--- src/rtl/sdram_arb_pkg.sv ---
// sdram_arb_pkg
// Shared types and constants for the two-port SDRAM burst arbiter.
//   state_t    : controller state (IDLE, STROBE, WAIT, DONE)
//   ADDR_W     : memory address width
//   DATA_W     : memory data width
//   LEN_W      : burst length field width (length minus one)
//   WAIT_W     : width of the memory-latency counter (covers MEM_LAT up to 15)
//   beat_addr  : base address plus beat index, wrapping modulo 2^ADDR_W
package sdram_arb_pkg;

    localparam int ADDR_W = 16;
    localparam int DATA_W = 8;
    localparam int LEN_W  = 3;
    localparam int WAIT_W = 4;

    typedef enum logic [1:0] {
        IDLE   = 2'd0,
        STROBE = 2'd1,
        WAIT   = 2'd2,
        DONE   = 2'd3
    } state_t;

    // Address of a given beat; the addition simply drops the carry so that
    // 0xFFFF is followed by 0x0000.
    function automatic logic [ADDR_W-1:0] beat_addr(
        input logic [ADDR_W-1:0] base,
        input logic [LEN_W-1:0]  idx
    );
        return base + ADDR_W'(idx);
    endfunction

endpackage

--- src/rtl/sdram_arbiter_rr_arb2.sv ---
// rr_arb2
// Two-port round-robin grant selection (purely combinational).
// Ports:
//   req   : request levels, bit 0 = m0, bit 1 = m1
//   prio  : port that wins when both request (0 = m0, 1 = m1)
//   valid : at least one port is requesting
//   sel   : selected port index (meaningful only when valid = 1)
module rr_arb2 (
    input  logic [1:0] req,
    input  logic       prio,
    output logic       valid,
    output logic       sel
);

    always_comb begin
        valid = req[0] | req[1];
        sel   = 1'b0;
        if (req[0] && req[1]) begin
            sel = prio;
        end else begin
            sel = req[1];
        end
    end

endmodule

--- src/rtl/sdram_arbiter.sv ---
// sdram_arbiter
// Arbitrates two byte-burst requesters onto a single SDRAM-style port with a
// fixed read latency of MEM_LAT cycles. Each beat is one STROBE cycle followed
// by MEM_LAT WAIT cycles; a DONE cycle closes the burst.
// Ports:
//   clk, rst                  : clock, synchronous active-low reset
//   mX_req                    : requester X wants a burst (level)
//   mX_addr / mX_len          : burst base address / length minus one
//   mX_wr_rd                  : 1 = write, 0 = read
//   mX_wdata                  : current write byte from requester X
//   mX_gnt / mX_beat / mX_done: one-cycle pulses to requester X
//   mX_rdata                  : read byte, valid with mX_beat on reads
//   sdram_addr / sdram_dout   : memory address / write data
//   sdram_din                 : memory read data
//   sdram_wr_rd / sdram_mstrb : memory direction / per-byte strobe
//   busy                      : controller is not IDLE
// Every output is driven straight from a flop.
module sdram_arbiter
    import sdram_arb_pkg::*;
#(
    parameter int MEM_LAT = 2
) (
    input  logic              clk,
    input  logic              rst,

    input  logic              m0_req,
    input  logic [ADDR_W-1:0] m0_addr,
    input  logic [LEN_W-1:0]  m0_len,
    input  logic              m0_wr_rd,
    input  logic [DATA_W-1:0] m0_wdata,
    output logic              m0_gnt,
    output logic              m0_beat,
    output logic [DATA_W-1:0] m0_rdata,
    output logic              m0_done,

    input  logic              m1_req,
    input  logic [ADDR_W-1:0] m1_addr,
    input  logic [LEN_W-1:0]  m1_len,
    input  logic              m1_wr_rd,
    input  logic [DATA_W-1:0] m1_wdata,
    output logic              m1_gnt,
    output logic              m1_beat,
    output logic [DATA_W-1:0] m1_rdata,
    output logic              m1_done,

    output logic [ADDR_W-1:0] sdram_addr,
    output logic [DATA_W-1:0] sdram_dout,
    input  logic [DATA_W-1:0] sdram_din,
    output logic              sdram_wr_rd,
    output logic              sdram_mstrb,
    output logic              busy
);

    localparam logic [WAIT_W-1:0] WAIT_LAST = WAIT_W'(MEM_LAT - 1);

    state_t            state;
    state_t            next_state;

    logic              owner;
    logic              prio;
    logic [LEN_W-1:0]  len_q;
    logic [ADDR_W-1:0] base_q;
    logic [LEN_W-1:0]  beat_idx;
    logic [WAIT_W-1:0] wait_cnt;

    logic              arb_valid;
    logic              arb_sel;
    logic              start;
    logic              wait_end;
    logic              last_beat;
    logic              sel_port;
    logic [DATA_W-1:0] sel_wdata;

    logic [1:0]        gnt_q, beat_q, done_q;
    logic [1:0]        gnt_d, beat_d, done_d;
    logic              busy_d, mstrb_d, wr_rd_d;
    logic [ADDR_W-1:0] addr_d;
    logic [DATA_W-1:0] dout_d, rdata0_d, rdata1_d;

    rr_arb2 u_rr_arb2 (
        .req   ({m1_req, m0_req}),
        .prio  (prio),
        .valid (arb_valid),
        .sel   (arb_sel)
    );

    assign start     = (state == IDLE) && arb_valid;
    assign wait_end  = (state == WAIT) && (wait_cnt == WAIT_LAST);
    assign last_beat = (beat_idx == len_q);

    // The port whose wdata feeds the next strobe: the newly granted port on
    // the grant edge, the latched owner for every later beat.
    assign sel_port  = start ? arb_sel : owner;
    assign sel_wdata = sel_port ? m1_wdata : m0_wdata;

    // State register
    always_ff @(posedge clk) begin
        if (!rst) begin
            state <= IDLE;
        end else begin
            state <= next_state;
        end
    end

    // Next-state logic
    always_comb begin
        next_state = state;
        case (state)
            IDLE:    if (arb_valid) next_state = STROBE;
            STROBE:  next_state = WAIT;
            WAIT:    if (wait_cnt == WAIT_LAST) next_state = last_beat ? DONE : STROBE;
            DONE:    next_state = IDLE;
            default: next_state = IDLE;
        endcase
    end

    // Output logic: computes the value every output register takes on the
    // coming edge, so all visible outputs stay registered.
    always_comb begin
        gnt_d    = 2'b00;
        beat_d   = 2'b00;
        done_d   = 2'b00;
        busy_d   = (next_state != IDLE);
        mstrb_d  = (next_state == STROBE);
        addr_d   = sdram_addr;
        dout_d   = sdram_dout;
        wr_rd_d  = sdram_wr_rd;
        rdata0_d = m0_rdata;
        rdata1_d = m1_rdata;

        if (start) begin
            gnt_d[arb_sel] = 1'b1;
            wr_rd_d        = arb_sel ? m1_wr_rd : m0_wr_rd;
            addr_d         = arb_sel ? m1_addr : m0_addr;
        end else if (next_state == STROBE) begin
            addr_d = beat_addr(base_q, beat_idx + LEN_W'(1));
        end

        // Write beats are reported in the strobe cycle itself, giving the
        // requester the whole WAIT window to present the next byte.
        if (next_state == STROBE) begin
            dout_d = sel_wdata;
            if (wr_rd_d) begin
                beat_d[sel_port] = 1'b1;
            end
        end

        // Read data is only trusted on the last WAIT cycle of each beat.
        if (wait_end && !sdram_wr_rd) begin
            beat_d[owner] = 1'b1;
            if (owner) begin
                rdata1_d = sdram_din;
            end else begin
                rdata0_d = sdram_din;
            end
        end

        if (wait_end && last_beat) begin
            done_d[owner] = 1'b1;
        end
    end

    // Burst context: owner, length, base, beat and latency counters, and the
    // tie-break pointer, which always favours the port not served last.
    always_ff @(posedge clk) begin
        if (!rst) begin
            owner    <= 1'b0;
            prio     <= 1'b0;
            len_q    <= '0;
            base_q   <= '0;
            beat_idx <= '0;
            wait_cnt <= '0;
        end else begin
            if (start) begin
                owner    <= arb_sel;
                prio     <= ~arb_sel;
                len_q    <= arb_sel ? m1_len : m0_len;
                base_q   <= arb_sel ? m1_addr : m0_addr;
                beat_idx <= '0;
            end else if (wait_end && !last_beat) begin
                beat_idx <= beat_idx + LEN_W'(1);
            end

            if (state == STROBE) begin
                wait_cnt <= '0;
            end else if (state == WAIT) begin
                wait_cnt <= wait_cnt + WAIT_W'(1);
            end
        end
    end

    // Output registers
    always_ff @(posedge clk) begin
        if (!rst) begin
            gnt_q       <= 2'b00;
            beat_q      <= 2'b00;
            done_q      <= 2'b00;
            busy        <= 1'b0;
            sdram_mstrb <= 1'b0;
            sdram_addr  <= '0;
            sdram_dout  <= '0;
            sdram_wr_rd <= 1'b0;
            m0_rdata    <= '0;
            m1_rdata    <= '0;
        end else begin
            gnt_q       <= gnt_d;
            beat_q      <= beat_d;
            done_q      <= done_d;
            busy        <= busy_d;
            sdram_mstrb <= mstrb_d;
            sdram_addr  <= addr_d;
            sdram_dout  <= dout_d;
            sdram_wr_rd <= wr_rd_d;
            m0_rdata    <= rdata0_d;
            m1_rdata    <= rdata1_d;
        end
    end

    assign m0_gnt  = gnt_q[0];
    assign m1_gnt  = gnt_q[1];
    assign m0_beat = beat_q[0];
    assign m1_beat = beat_q[1];
    assign m0_done = done_q[0];
    assign m1_done = done_q[1];

endmodule

--- config.mk ---
export PLATFORM = sky130hd
export DESIGN_NAME = sdram_arbiter
export DESIGN_NICKNAME = d
export VERILOG_FILES = /design/src/rtl/sdram_arb_pkg.sv /design/src/rtl/sdram_arbiter_rr_arb2.sv /design/src/rtl/sdram_arbiter.sv
export SDC_FILE = /design/constraint.sdc
export NUM_CORES = 1
export LEC_CHECK = 0
export BUFFER_PORTS_ARGS = -buffer_cell sky130_fd_sc_hd__buf_2
export CAP_MARGIN = 20
export CELL_PAD_IN_SITES_DETAIL_PLACEMENT = 1
export CELL_PAD_IN_SITES_GLOBAL_PLACEMENT = 2
export CORE_MARGIN = 1.5
export CORE_UTILIZATION = 26
export DETAILED_ROUTE_END_ITERATION = 6
export GPL_TIMING_DRIVEN = 0
export PLACE_DENSITY_LB_ADDON = 0.1
export REMOVE_ABC_BUFFERS = 1
export SYNTH_ARGS = -nofsm -noshare
export SYNTH_HDL_FRONTEND = slang
export SYNTH_HIERARCHICAL = 1
export SYNTH_SLANG_ARGS = --single-unit
--- constraint.sdc ---
create_clock -name clk -period 1.84 [get_ports clk]
set_input_delay 0.184 -clock clk [delete_from_list [all_inputs] [get_ports clk]]
set_output_delay 0.184 -clock clk [all_outputs]
set_load 0.01 [all_outputs]
; Yosys cells after proc, flatten, opt, wreduce, memory -nomap -nowiden
; Cells that the tools add are included.
; Widths: inputs -> output; s select.
[op_classes]
add_sub_neg = 3
magnitude_cmp = 6
n_eq_ne = 6
mux = 22
bitwise_logic = 5
n_reduce_logical = 20
[ops]
columns = operator, n
row1 = $mux 16, 3
row2 = $add 16x3->16, 1
row3 = $mux 2, 6
row4 = $logic_and 1x1->1, 9
row5 = $mux 8, 1
row6 = $pmux 2 s4, 1
row7 = $reduce_and 2->1, 4
row8 = $mux 1, 7
row9 = $lt 1x2->1 const B, 3
row10 = $add 4x1->4 const B, 1
row11 = $eq 2x1->1 const B, 2
row12 = $eq 2x2->1 const B, 2
row13 = $eq 4x1->1 const B, 1
row14 = $reduce_bool 2->1, 2
row15 = $reduce_or 2->1, 2
row16 = $add 3x1->3 const B, 1
row17 = $demux 1 s1, 3
row18 = $eq 3x3->1, 1
row19 = $ge 1x1->1 const B, 3
row20 = $mux 3, 1
row21 = $not 1->1, 3
row22 = $logic_not 1->1, 2
row23 = $logic_not 2->1, 1
row24 = $or 2x2->2, 1
row25 = $or 1x1->1, 1
[word_totals]
ff_bits = 79
inputBits = 68
output_inout_bits = 49

; Longest topological paths before layout
; Gate-level depths: netlist (run 1).
[depth]
ltp_word = 11
ltp_mapped = 9
mapped_depth_nobuf = 8

; Modules after synthesis
; Netlist (run 1), hierarchy kept.
[by_module_without_submodules]
columns = mod, instances, cells_each, area_each_um2, seq_area_each_um2
row1 = sdram_arbiter, 1, 407, 3649.8, 1581.5
row2 = rr_arb2, 1, 3, 17.5, 0.0

; Worst setup path before layout (run 1)
; No wires, ideal clock.
[synth_timing]
kind = register -> register
start = register beat_idx[0]
end = register sdram_addr[5]
setup_time_ns = 0.115
arrival_time_ns = 1.925
slack_ns = -0.200
stages_incl_launch_ff = 9
period_less_slack_ns = 2.040
cell_sequence = dfxtp_1 > ha_1 > xor2_1 > ha_1 > a21oi_1 > a21oi_1 > xor2_1 > a211o_1 > and2_1
[synth_via]
elab_chain_cells = 6
[synth_rtl]
columns = element, line_no
row1 = from (decl), sdram_arbiter.sv:63  ; logic [LEN_W-1:0] beat_idx;
row2 = from (signal assigned), sdram_arbiter.sv:181  ; beat_idx <= beat_idx + LEN_W'(1);
row3 = "parallel branches: the longest is 6 deep, another holds $add 16x3->16", n/a
row4 = to (signal assigned), sdram_arbiter.sv:211  ; sdram_addr <= addr_d;
row5 = to (decl), sdram_arbiter.sv:46  ; output logic [ADDR_W-1:0] sdram_addr,
; Parallel ways; which one is timed is not known. The select of a mux whose other input is x is not followed.
; A chain may end at the register's enable or synchronous reset.

; Final worst setup path (run 1)
[layout_timing]
start = register beat_idx[0]
end = register sdram_addr[9]
; Same word-level chain as after synthesis.

==> qor.csv, run 1 <==
metric,value,unit
Clock Path Buffers,2,
yosys synthesis warning count,6,
critical path type,reg -> reg,
Max VDD drop,0.000459,V
"Hold Vio Cnt, Final",0,
Wirelength per Cell,15.5,um
length of the first detailed-routing pass in iterations,4,
number of clock sinks seen by CTS,79,
Seq cells post-synth,79,
core region area,13800,um2
Area Overhead vs Synth,43.0,%
max-slew violations,0,
netlist area before placement,3670,um2
mean post-synth cell area,8.94,um2
master cell of the clock root buffer,clkbuf_16,
transition time at the pin with the least slew margin,0.740,ns
clock-pin slew of the registers on the worst-case setup and hold paths,0.06,ns
Total Die Area,14800,um2
cell taking the most area after synthesis,dfxtp_1,
Final min period,1.97,ns
total via count after detailed routing,3388,
Post-Route Skew,0.00484,ns
initial antenna violation count,0,
share of final-layout standard cells stronger than drive strength 1,41.1,%
Initial Util,26.5,%
fin crit share,107,%
share of synthesized area occupied by flip-flops and latches,43.1,%
share of the synthesized area in the top cell type,43.1,%
routability congestion estimate,0.743,
number of H-tree branching levels,3,
I/O pins,117,
sort of element at the end of the critical path,flip-flop,
Post-Synthesis Cells,410,
most used flip-flop cell after synthesis,dfxtp_1,
largest fanout of any net on the critical path,4,
final setup violation count,18,
Power Total,0.00504,W
result of the run,"complete, but fails checks",
total half-perimeter wirelength after legalization and detailed placement,7.35,mm
critical path startpoint category,flip-flop,
total inserted antenna cells,0,
clock insertion delay at the later pin of the skew report,0.34,ns
number of placement rows,43,
final net count,618,
number of maximum-capacitance violations,0,
Synth cell types,45,
highest achievable clock rate,507,MHz
GRT Total Usage,15.7,%
number of enable flip-flop cells after synthesis,0,
Horiz. Die Dim,122,um
wire length of the first global-routing pass,17.7,mm
most frequent cells after synthesis,"79 x dfxtp_1, 69 x nor2_1, 46 x mux2i_1",
Post-DRT Antenna Nets,0,
drc violations,0,
power density normalized to cell area,960,nW/um2
vias in the first global route,3344,
cell types occupying the most area after synthesis,"dfxtp_1 43%, mux2i_1 13%, nor2_1 7.1%, a21oi_1 4.1%, nand2_1 3.7%",
final-layout setup total negative slack,-1.29,ns
Required @ worst endpoint,2.07,ns
post-place instance area,4420,um2
share of flip-flops with an asynchronous set or reset after synthesis,0,%
largest net degree at the start of global routing,38,
number of buffers added by the clock tree synthesis step,9,
P_leak,2.34,nW
most frequently used cell type in the post-synthesis netlist,dfxtp_1,
clock tree from TritonCTS,yes,
worst-case headroom to the max-slew limit,50.5,%
count of hold buffers inserted by post-cts repair,0,
Routed Wire Length,11.2,mm
final instance area,5250,um2
Port Buffer Count,116,
worst hold slack,0.0919,ns
worst endpoint data arrival time,2.20,ns
setup repair after global routing missed its margin,yes,
type of the most critical hold path,in -> reg,
die extent in y,122,um
Detailed Route Iter0 Violations,95,
violated checks,negative setup slack,
vias per cell,4.66,
minimum setup slack in the final design,-0.132,ns
GRT Residual Overflow,0,
final design utilization,37.9,%
-- cells in the final DEF, fill, tap and decap left out, drive strengths merged, types with 2 or more instances in the layout --
cell,netlist,layout
buf,14,143
o221ai,2,2
ha,6,6
inv,7,7
xnor2,8,8
or2,2,5
nor2,69,69
nand3,10,10
a211oi,15,15
nor2b,2,2
xor2,10,10
nand2,36,36
dfxtp,79,79
bufinv,0,2
nand4,5,5
o21ai,19,19
nand2b,2,2
o211ai,7,7
nor3b,2,3
a211o,2,2
nor3,4,4
and2,3,3
mux2i,46,46
a21oi,30,30
clkbuf,12,12
o311a,1,2
and3,3,3
-- path summary, 6_finish.rpt --
check | startpoint | end | slack [ns] | depth (start not counted)
worst max-delay path | beat_idx[0] | sdram_addr[9] | -0.13 | 8
worst min-delay path | sdram_din[5] | m1_rdata[5] | 0.09 | 3
worst max register to register | beat_idx[0] | sdram_addr[9] | -0.13 | 8
worst min register to register | sdram_addr[12] | sdram_addr[12] | 0.45 | 2
-- per-layer routing --
| metal | part of all wire (%) | track usage (%) | vias to the layer above |
|---|---|---|---|
| li1 | - | - | 1694 |
| met1 | 46 | 19.8 | 1619 |
| met2 | 49 | 26.1 | 65 |
| met3 | 4.0 | 4.78 | 10 |
| met4 | 1.1 | 4.41 | 0 |
| met5 | 0 | 0 | - |
-- per-stage QoR --
step | setup slack, ns | cells
after global placement | -2.84 | 680
after global routing | -0.216 | 727
after CTS | -0.222 | 717
after floorplan | -1.46 | 384
after detailed placement | -0.912 | 685
final | -0.132 | 727
-- cell type report --
type	count	area, um2
sequential	79	1590
multi-input combinational	303	2240
timing repair buffer	143	835
inverter	7	26.3
fill	1652	8580
tap	180	225
clock inverter	3	65.1
clock buffer	12	267
-- power by group --
group          internal, W  total, W  switching (W)
clock              0.00129   0.00199       0.000702
sequential         0.00187   0.00201       0.000142
combinational     0.000466   0.00104       0.000570
total              0.00362   0.00504        0.00141
-- registers in the layout, summed over array words and instances, names as in the netlist, 3 cells and up --
register    flops
base_q         16
beat_idx        3
len_q           3
m0_rdata        8
m1_rdata        8
sdram_addr     16
sdram_dout      8
wait_cnt        4
-- logic make-up (layout without fill, tap and decap cells) --
| kind of cell | Yosys count | after routing | share of synthesized area (%) |
|---|---|---|---|
| simple gates | 143 | 147 | 17.3 |
| compound gates | 83 | 84 | 15.4 |
| flops | 79 | 79 | 43.1 |
| mux | 47 | 47 | 12.9 |
| buf+inv | 33 | 165 | 4.47 |
| xor+xnor | 18 | 18 | 4.30 |
| fa+ha+maj | 7 | 7 | 2.59 |
-- worst max-delay path: stages (launching register included) --
cell and delay (ns):
dfxtp_4 0.35, ha_4 0.17, xor2_2 0.15, ha_4 0.33
a21oi_4 0.10, a211o_4 0.38, xnor2_1 0.13, o211ai_1 0.16
a21oi_1 0.08
-- timing repair --
item,in CTS,in global routing
pin swaps,23,11
resized for setup,49,24
gates cloned,4,1
buffers inserted,13,9
endpoints found under the setup margin,51,44
Note: power is estimated with default switching activity, not from simulation.
==> run 2: changes to the inputs <==
CORE_ASPECT_RATIO = 1.4   (was not set)
==> run 2 against run 1 <==
Effect of this change:
- the run still ends with negative setup slack left
- fmax increased by 1.1%
- non-clock buffer count increased by 1
- cell count increased by 0.83%
- largest cell class unchanged
- highest routed layer unchanged
==> qor.csv, run 2 (same netlist as run 1, synthesis figures left out) <==
metric,value,unit,change
result of the run,"complete, but fails checks",,
violated checks,negative setup slack,,
Max Used Layer,met4,,
highest achievable clock rate,513,MHz,+1.1%
Met2 Routed Length,6.23,mm,+14%
final design utilization,38.4,%,+0.45 points
share of final-layout standard cells stronger than drive strength 1,41.2,%,+0.11 points
number of placement rows,51,,+19%
Power Total,0.00494,W,-1.9%
most frequent standard cell in the layout excluding fill and tap cells,buf_2,,
type of the most critical hold path,in -> reg,,
core region area,13800,um2,+0.14%
Area Overhead vs Synth,44.9,%,
sort of element at the end of the critical path,flip-flop,,
Total Die Area,14800,um2,about the same
worst-case headroom to the max-slew limit,57.4,%,+6.9 points
Wirelength per Cell,15.8,um,+2.1%
power density normalized to cell area,930,nW/um2,-3.2%
clock tree from TritonCTS,yes,,
final net count,618,,unchanged
routability congestion estimate,0.679,,-8.5%
wire length of the first global-routing pass,18.2,mm,+3.1%
max-slew violations,0,,unchanged
"top library cells by usage in the layout, fill and taps aside","116 x buf_2, 72 x dfxtp_1, 63 x nor2_1",,
initial antenna violation count,0,,unchanged
Detailed Route Iter0 Violations,54,,-43%
register cell area after layout,1600,um2,+0.55%
Initial Util,26.5,%,-0.038 points
Final min period,1.95,ns,-0.0218 ns
total via count after detailed routing,3440,,+1.5%
transition time at the pin with the least slew margin,0.638,ns,-0.102 ns
total length of routed met3 wires,484,um,+7.1%
number of maximum-capacitance violations,0,,unchanged
GRT Residual Overflow,0,,unchanged
master cell of the clock root buffer,clkbuf_16,,
placed insts,690,,+0.73%
length of the first detailed-routing pass in iterations,3,,-1
"Hold Vio Cnt, Final",0,,unchanged
largest fanout of any net on the critical path,4,,unchanged
drc violations,0,,unchanged
crit path from,beat_idx[1],,
area of the multi-input gates,2280,um2,+2.0%
origin of the worst min-delay path,sdram_din[3],,
final-layout setup total negative slack,-0.910,ns,+0.375 ns
critical path type,reg -> reg,,
Clock Path Buffers,2,,unchanged
vias per cell,4.69,,+0.70%
total half-perimeter wirelength after legalization and detailed placement,7.76,mm,+5.6%
FILL cells,1648,,-0.24%
Horiz. Die Dim,103,um,-15%
I/O pins,117,,unchanged
Routed Wire Length,11.6,mm,+2.9%
die extent in y,144,um,+18%
critical path startpoint category,flip-flop,,
top flop regs,"base_q (16), sdram_addr (16)",,
Final Instance Count excl. Fillers,733,,+0.83%
wl on met1,4.73,mm,-8.9%
Max VDD drop,0.000449,V,-2.3%
reg-to-reg startpoint,beat_idx[1],,
number of clock sinks seen by CTS,79,,unchanged
Post-DRT Antenna Nets,0,,unchanged
clock insertion delay at the later pin of the skew report,0.34,ns,about the same
Required @ worst endpoint,2.06,ns,about the same
Port Buffer Count,116,,unchanged
fin crit share,106,%,-1.2 points
final setup violation count,18,,unchanged
Post-Route Skew,0.00540,ns,+0.000559 ns
worst endpoint data arrival time,2.17,ns,-0.03 ns
minimum setup slack in the final design,-0.110,ns,+0.0218 ns
P_leak,2.34,nW,about the same
number of H-tree branching levels,3,,unchanged
vias in the first global route,3544,,+6.0%
largest net degree at the start of global routing,31,,-18%
clock-pin slew of the registers on the worst-case setup and hold paths,0.07,ns,about the same
setup repair after global routing missed its margin,yes,,
number of buffers added by the clock tree synthesis step,9,,unchanged
GRT Total Usage,16.3,%,+0.53 points
total inserted antenna cells,0,,unchanged
## run 2: cell types whose count changed in the layout (fill, tap and decap cells not counted), moves of 3 or more
| cell | previous run | this run |
|---|---|---|
| clkbuf_8 | 3 | 0 |
| nor2_4 | 1 | 4 |
| inv_6 | 0 | 3 |
| buf_6 | 5 | 1 |
| dfxtp_4 | 1 | 4 |
| nor2_2 | 8 | 2 |
| nor2_1 | 60 | 63 |
## run 2: per-layer routing
metal | vias up | global-route usage, %
li1 | 1707 | -
met1 | 1645 | 18.3
met2 | 77 | 30.3
met3 | 11 | 2.77
met4 | 0 | 5.41
met5 | - | 0
## run 2: layout make-up
cell class,instances,area share [%]
Sequential cell,79,30.1
Tap cell,185,4.35
Timing Repair Buffer,144,16.4
Clock inverter,7,1.51
Multi-Input combinational cell,302,42.9
Inverter,7,0.494
Clock buffer,9,4.24
## run 2: through the flow
step	cell area, um2	worst slack (ns)	hold WS [ns]
2_1_floorplan	3530	-1.46	0.293
3_3_place_gp	4340	-3.16	0.434
3_5_place_dp	4440	-1.12	0.445
4_1_cts	5080	-0.137	0.0862
5_1_grt	5320	-0.180	0.104
6_report	5320	-0.110	0.0963
## run 2: repair_timing
item	in CTS	in global routing
hold buffers	0	0
buffers inserted	16	7
gates cloned	4	0
gates resized for setup	39	40
pin swaps	18	19
hold endpoints to repair	0	0
endpoints found under the setup margin	48	40
## run 2: power by group
group,leakage [nW],switching (W),internal (W)
Clock,0.143,0.000777,0.00107
Sequential,0.653,0.000149,0.00186
Combinational,1.54,0.000588,0.000495
## run 2: critical path, stage by stage, from the launching register on
cell and delay, ns:
dfxtp_4 0.35, ha_4 0.17, xor2_4 0.16, ha_4 0.31
nand3_4 0.09, a211o_4 0.37, xnor2_1 0.13, o211ai_1 0.17
a21oi_1 0.08
## run 2: final timing paths
check	to	slack (ns)	cells after the start
max	sdram_addr[9]	-0.11	8
min	m1_rdata[3]	0.1	3
max reg2reg	sdram_addr[9]	-0.11	8
min reg2reg	sdram_addr[1]	0.46	2
==> run 3: changes to the inputs <==
SETUP_SLACK_MARGIN = 0.15   (was not set)
==> run 3 against run 2 <==
Effect of this change:
- the flow still finishes with violations (negative setup slack)
- utilization is 0.37 points higher
- sequential share of layout area is 0.26 points lower
- global-route usage is 0.28 points higher
- clock power hardly changed
- fmax hardly changed
- total power is 0.86% higher
- final area is 0.97% higher
- largest cell class unchanged
==> qor.csv, run 3 (same netlist as run 1, synthesis figures left out) <==
metric,value,unit,change
I/O pins,117,,unchanged
number of maximum-capacitance violations,0,,unchanged
Post-Route Skew,0.00550,ns,+0.000103 ns
worst r2r dst,sdram_addr[5],,
final net count,617,,-0.16%
reg-to-reg startpoint,beat_idx[1],,
critical-path cell list,ha_4 -> xor2_4 -> ha_4 -> a21oi_4 -> a21oi_1 -> xor2_1 -> a211o_1 -> and2_1,,
clock insertion delay at the later pin of the skew report,0.34,ns,about the same
cells on worst reg2reg path,8,,unchanged
WHS Path Cells,3,,unchanged
top flop regs,"base_q (16), sdram_addr (16)",,
Routed Wire Length,11.9,mm,+2.7%
master cell of the clock root buffer,clkbuf_16,,
final setup violation count,11,,-7
worst endpoint data arrival time,2.18,ns,about the same
fin crit share,106,%,about the same
Area Overhead vs Synth,46.3,%,
most frequent standard cell in the layout excluding fill and tap cells,buf_2,,
most prevalent standard cell on the critical path,ha_4,,
Max VDD drop,0.000458,V,+2.0%
Clock Path Buffers,2,,unchanged
worst reg2reg setup slack,-0.11,ns,about the same
crit-path leading delay family,compound AO/OA/AOI/OAI gates,,
Final min period,1.95,ns,-0.000505 ns
type of the most critical hold path,in -> reg,,
count of hold buffers inserted by post-cts repair,0,,unchanged
violated checks,negative setup slack,,
vias per cell,4.74,,+1.0%
highest achievable clock rate,513,MHz,about the same
Detailed Route Iter0 Violations,52,,-3.7%
length of the first detailed-routing pass in iterations,4,,+1
critical path startpoint category,flip-flop,,
Final Instance Count excl. Fillers,732,,-0.14%
Initial Util,26.5,%,unchanged
vias in the first global route,3585,,+1.2%
GRT Residual Overflow,0,,unchanged
die extent in y,144,um,unchanged
clock-pin slew of the registers on the worst-case setup and hold paths,0.07,ns,about the same
total inserted antenna cells,0,,unchanged
transition time at the pin with the least slew margin,0.633,ns,-0.00484 ns
Post-DRT Antenna Nets,0,,unchanged
"top library cells by usage in the layout, fill and taps aside","116 x buf_2, 71 x dfxtp_1, 59 x nor2_1",,
drc violations,0,,unchanged
"Hold Vio Cnt, Final",0,,unchanged
Total Die Area,14800,um2,unchanged
Required @ worst endpoint,2.07,ns,about the same
total half-perimeter wirelength after legalization and detailed placement,7.76,mm,unchanged
critical-path cell with the highest stage delay,dfxtp_4,,
Horiz. Die Dim,103,um,unchanged
routability congestion estimate,0.679,,unchanged
share of final-layout standard cells stronger than drive strength 1,42.6,%,+1.4 points
longest individual stage delay on the worst path,0.35,ns,-0.02 ns
number of buffers added by the clock tree synthesis step,9,,unchanged
result of the run,"complete, but fails checks",,
clock tree from TritonCTS,yes,,
total via count after detailed routing,3470,,+0.87%
minimum setup slack in the final design,-0.110,ns,+0.000505 ns
number of placement rows,51,,unchanged
GRT Total Usage,16.6,%,+0.28 points
origin of the worst min-delay path,sdram_din[3],,
wire length of the first global-routing pass,18.5,mm,+1.8%
number of clock sinks seen by CTS,79,,unchanged
final-layout setup total negative slack,-0.635,ns,+0.275 ns
setup repair after global routing missed its margin,yes,,
sort of element at the end of the critical path,flip-flop,,
initial antenna violation count,0,,unchanged
power density normalized to cell area,929,nW/um2,-0.11%
WP buf/inv,0,,unchanged
Wirelength per Cell,16.2,um,+2.8%
largest fanout of any net on the critical path,4,,unchanged
largest net degree at the start of global routing,31,,unchanged
placed insts,690,,unchanged
P_leak,2.33,nW,-0.25%
Port Buffer Count,116,,unchanged
core region area,13800,um2,unchanged
worst-case headroom to the max-slew limit,57.7,%,+0.32 points
critical path type,reg -> reg,,
max-slew violations,0,,unchanged
number of H-tree branching levels,3,,unchanged
WHS Endpoint,m1_rdata[3],,
==> run 3: cell count changes in the layout (fill, tap and decap cells not counted), sizes merged <==
cell	delta
buf	-3
nor2	+1
or4	+1
==> run 3: final cells by class <==
| cell class | count | area (um2) |
|---|---|---|
| well taps | 185 | 231 |
| inverters | 7 | 26.3 |
| flip-flops and latches | 79 | 1600 |
| fillers | 1642 | 8480 |
| clock buffers | 9 | 225 |
| repair buffers | 141 | 832 |
| clock inverters | 7 | 80.1 |
| multi-input cells | 304 | 2370 |
==> run 3: per-layer routing <==
metal  GRT usage [%]  vias to the layer above  wire (um)
li1                -                     1704          -
met1            18.4                     1677       4860
met2            31.2                       79       6420
met3            2.77                       10        478
met4            5.41                        0        129
met5               0                        -          0
==> run 3: worst max path at each step <==
stage | slack [ns] | from | cells past startpoint | endpoint
2_1_floorplan | -1.46 | prio | 5 | sdram_dout[0]
3_3_place_gp | -3.16 | prio | 5 | sdram_dout[5]
3_5_place_dp | -1.12 | state[1] | 5 | sdram_addr[6]
4_1_cts | -0.13 | beat_idx[0] | 8 | sdram_addr[13]
5_1_grt | -0.19 | beat_idx[0] | 8 | sdram_addr[5]
6_report | -0.11 | beat_idx[1] | 8 | sdram_addr[5]
==> run 3: stage by stage <==
stage | instance area [um2] | hold WS, ns | setup WS (ns) | utilization, % | total power (W)
floorplan | 3530 | 0.293 | -1.46 | - | 0.00254
global placement | 4340 | 0.434 | -3.16 | 31.4 | 0.00288
detailed placement | 4440 | 0.445 | -1.12 | 32.0 | 0.00293
CTS | 5210 | 0.0862 | -0.129 | 37.6 | 0.00502
global route | 5370 | 0.104 | -0.189 | 38.8 | 0.00525
finish | 5370 | 0.0942 | -0.110 | 38.8 | 0.00498
==> run 3: worst reg2reg max path, cell delays in order, from the launching register on <==
cell and delay [ns]:
dfxtp_4 0.35, ha_4 0.17, xor2_4 0.16, ha_4 0.27, a21oi_4 0.19, a21oi_1 0.12, xor2_1 0.15, a211o_1 0.28
and2_1 0.15
==> run 3: timing repair <==
action	in CTS	in global routing
buffers inserted	18	2
gates cloned	5	1
pin swaps	23	14
endpoints found under the setup margin	64	45
resized for setup	72	27
==> run 3: report_power, final <==
group	switching (W)	leakage, nW	internal (W)
sequential	0.000163	0.653	0.00187
clock	0.000778	0.143	0.00107
combinational	0.000609	1.54	0.000501
total	0.00155	2.33	0.00344
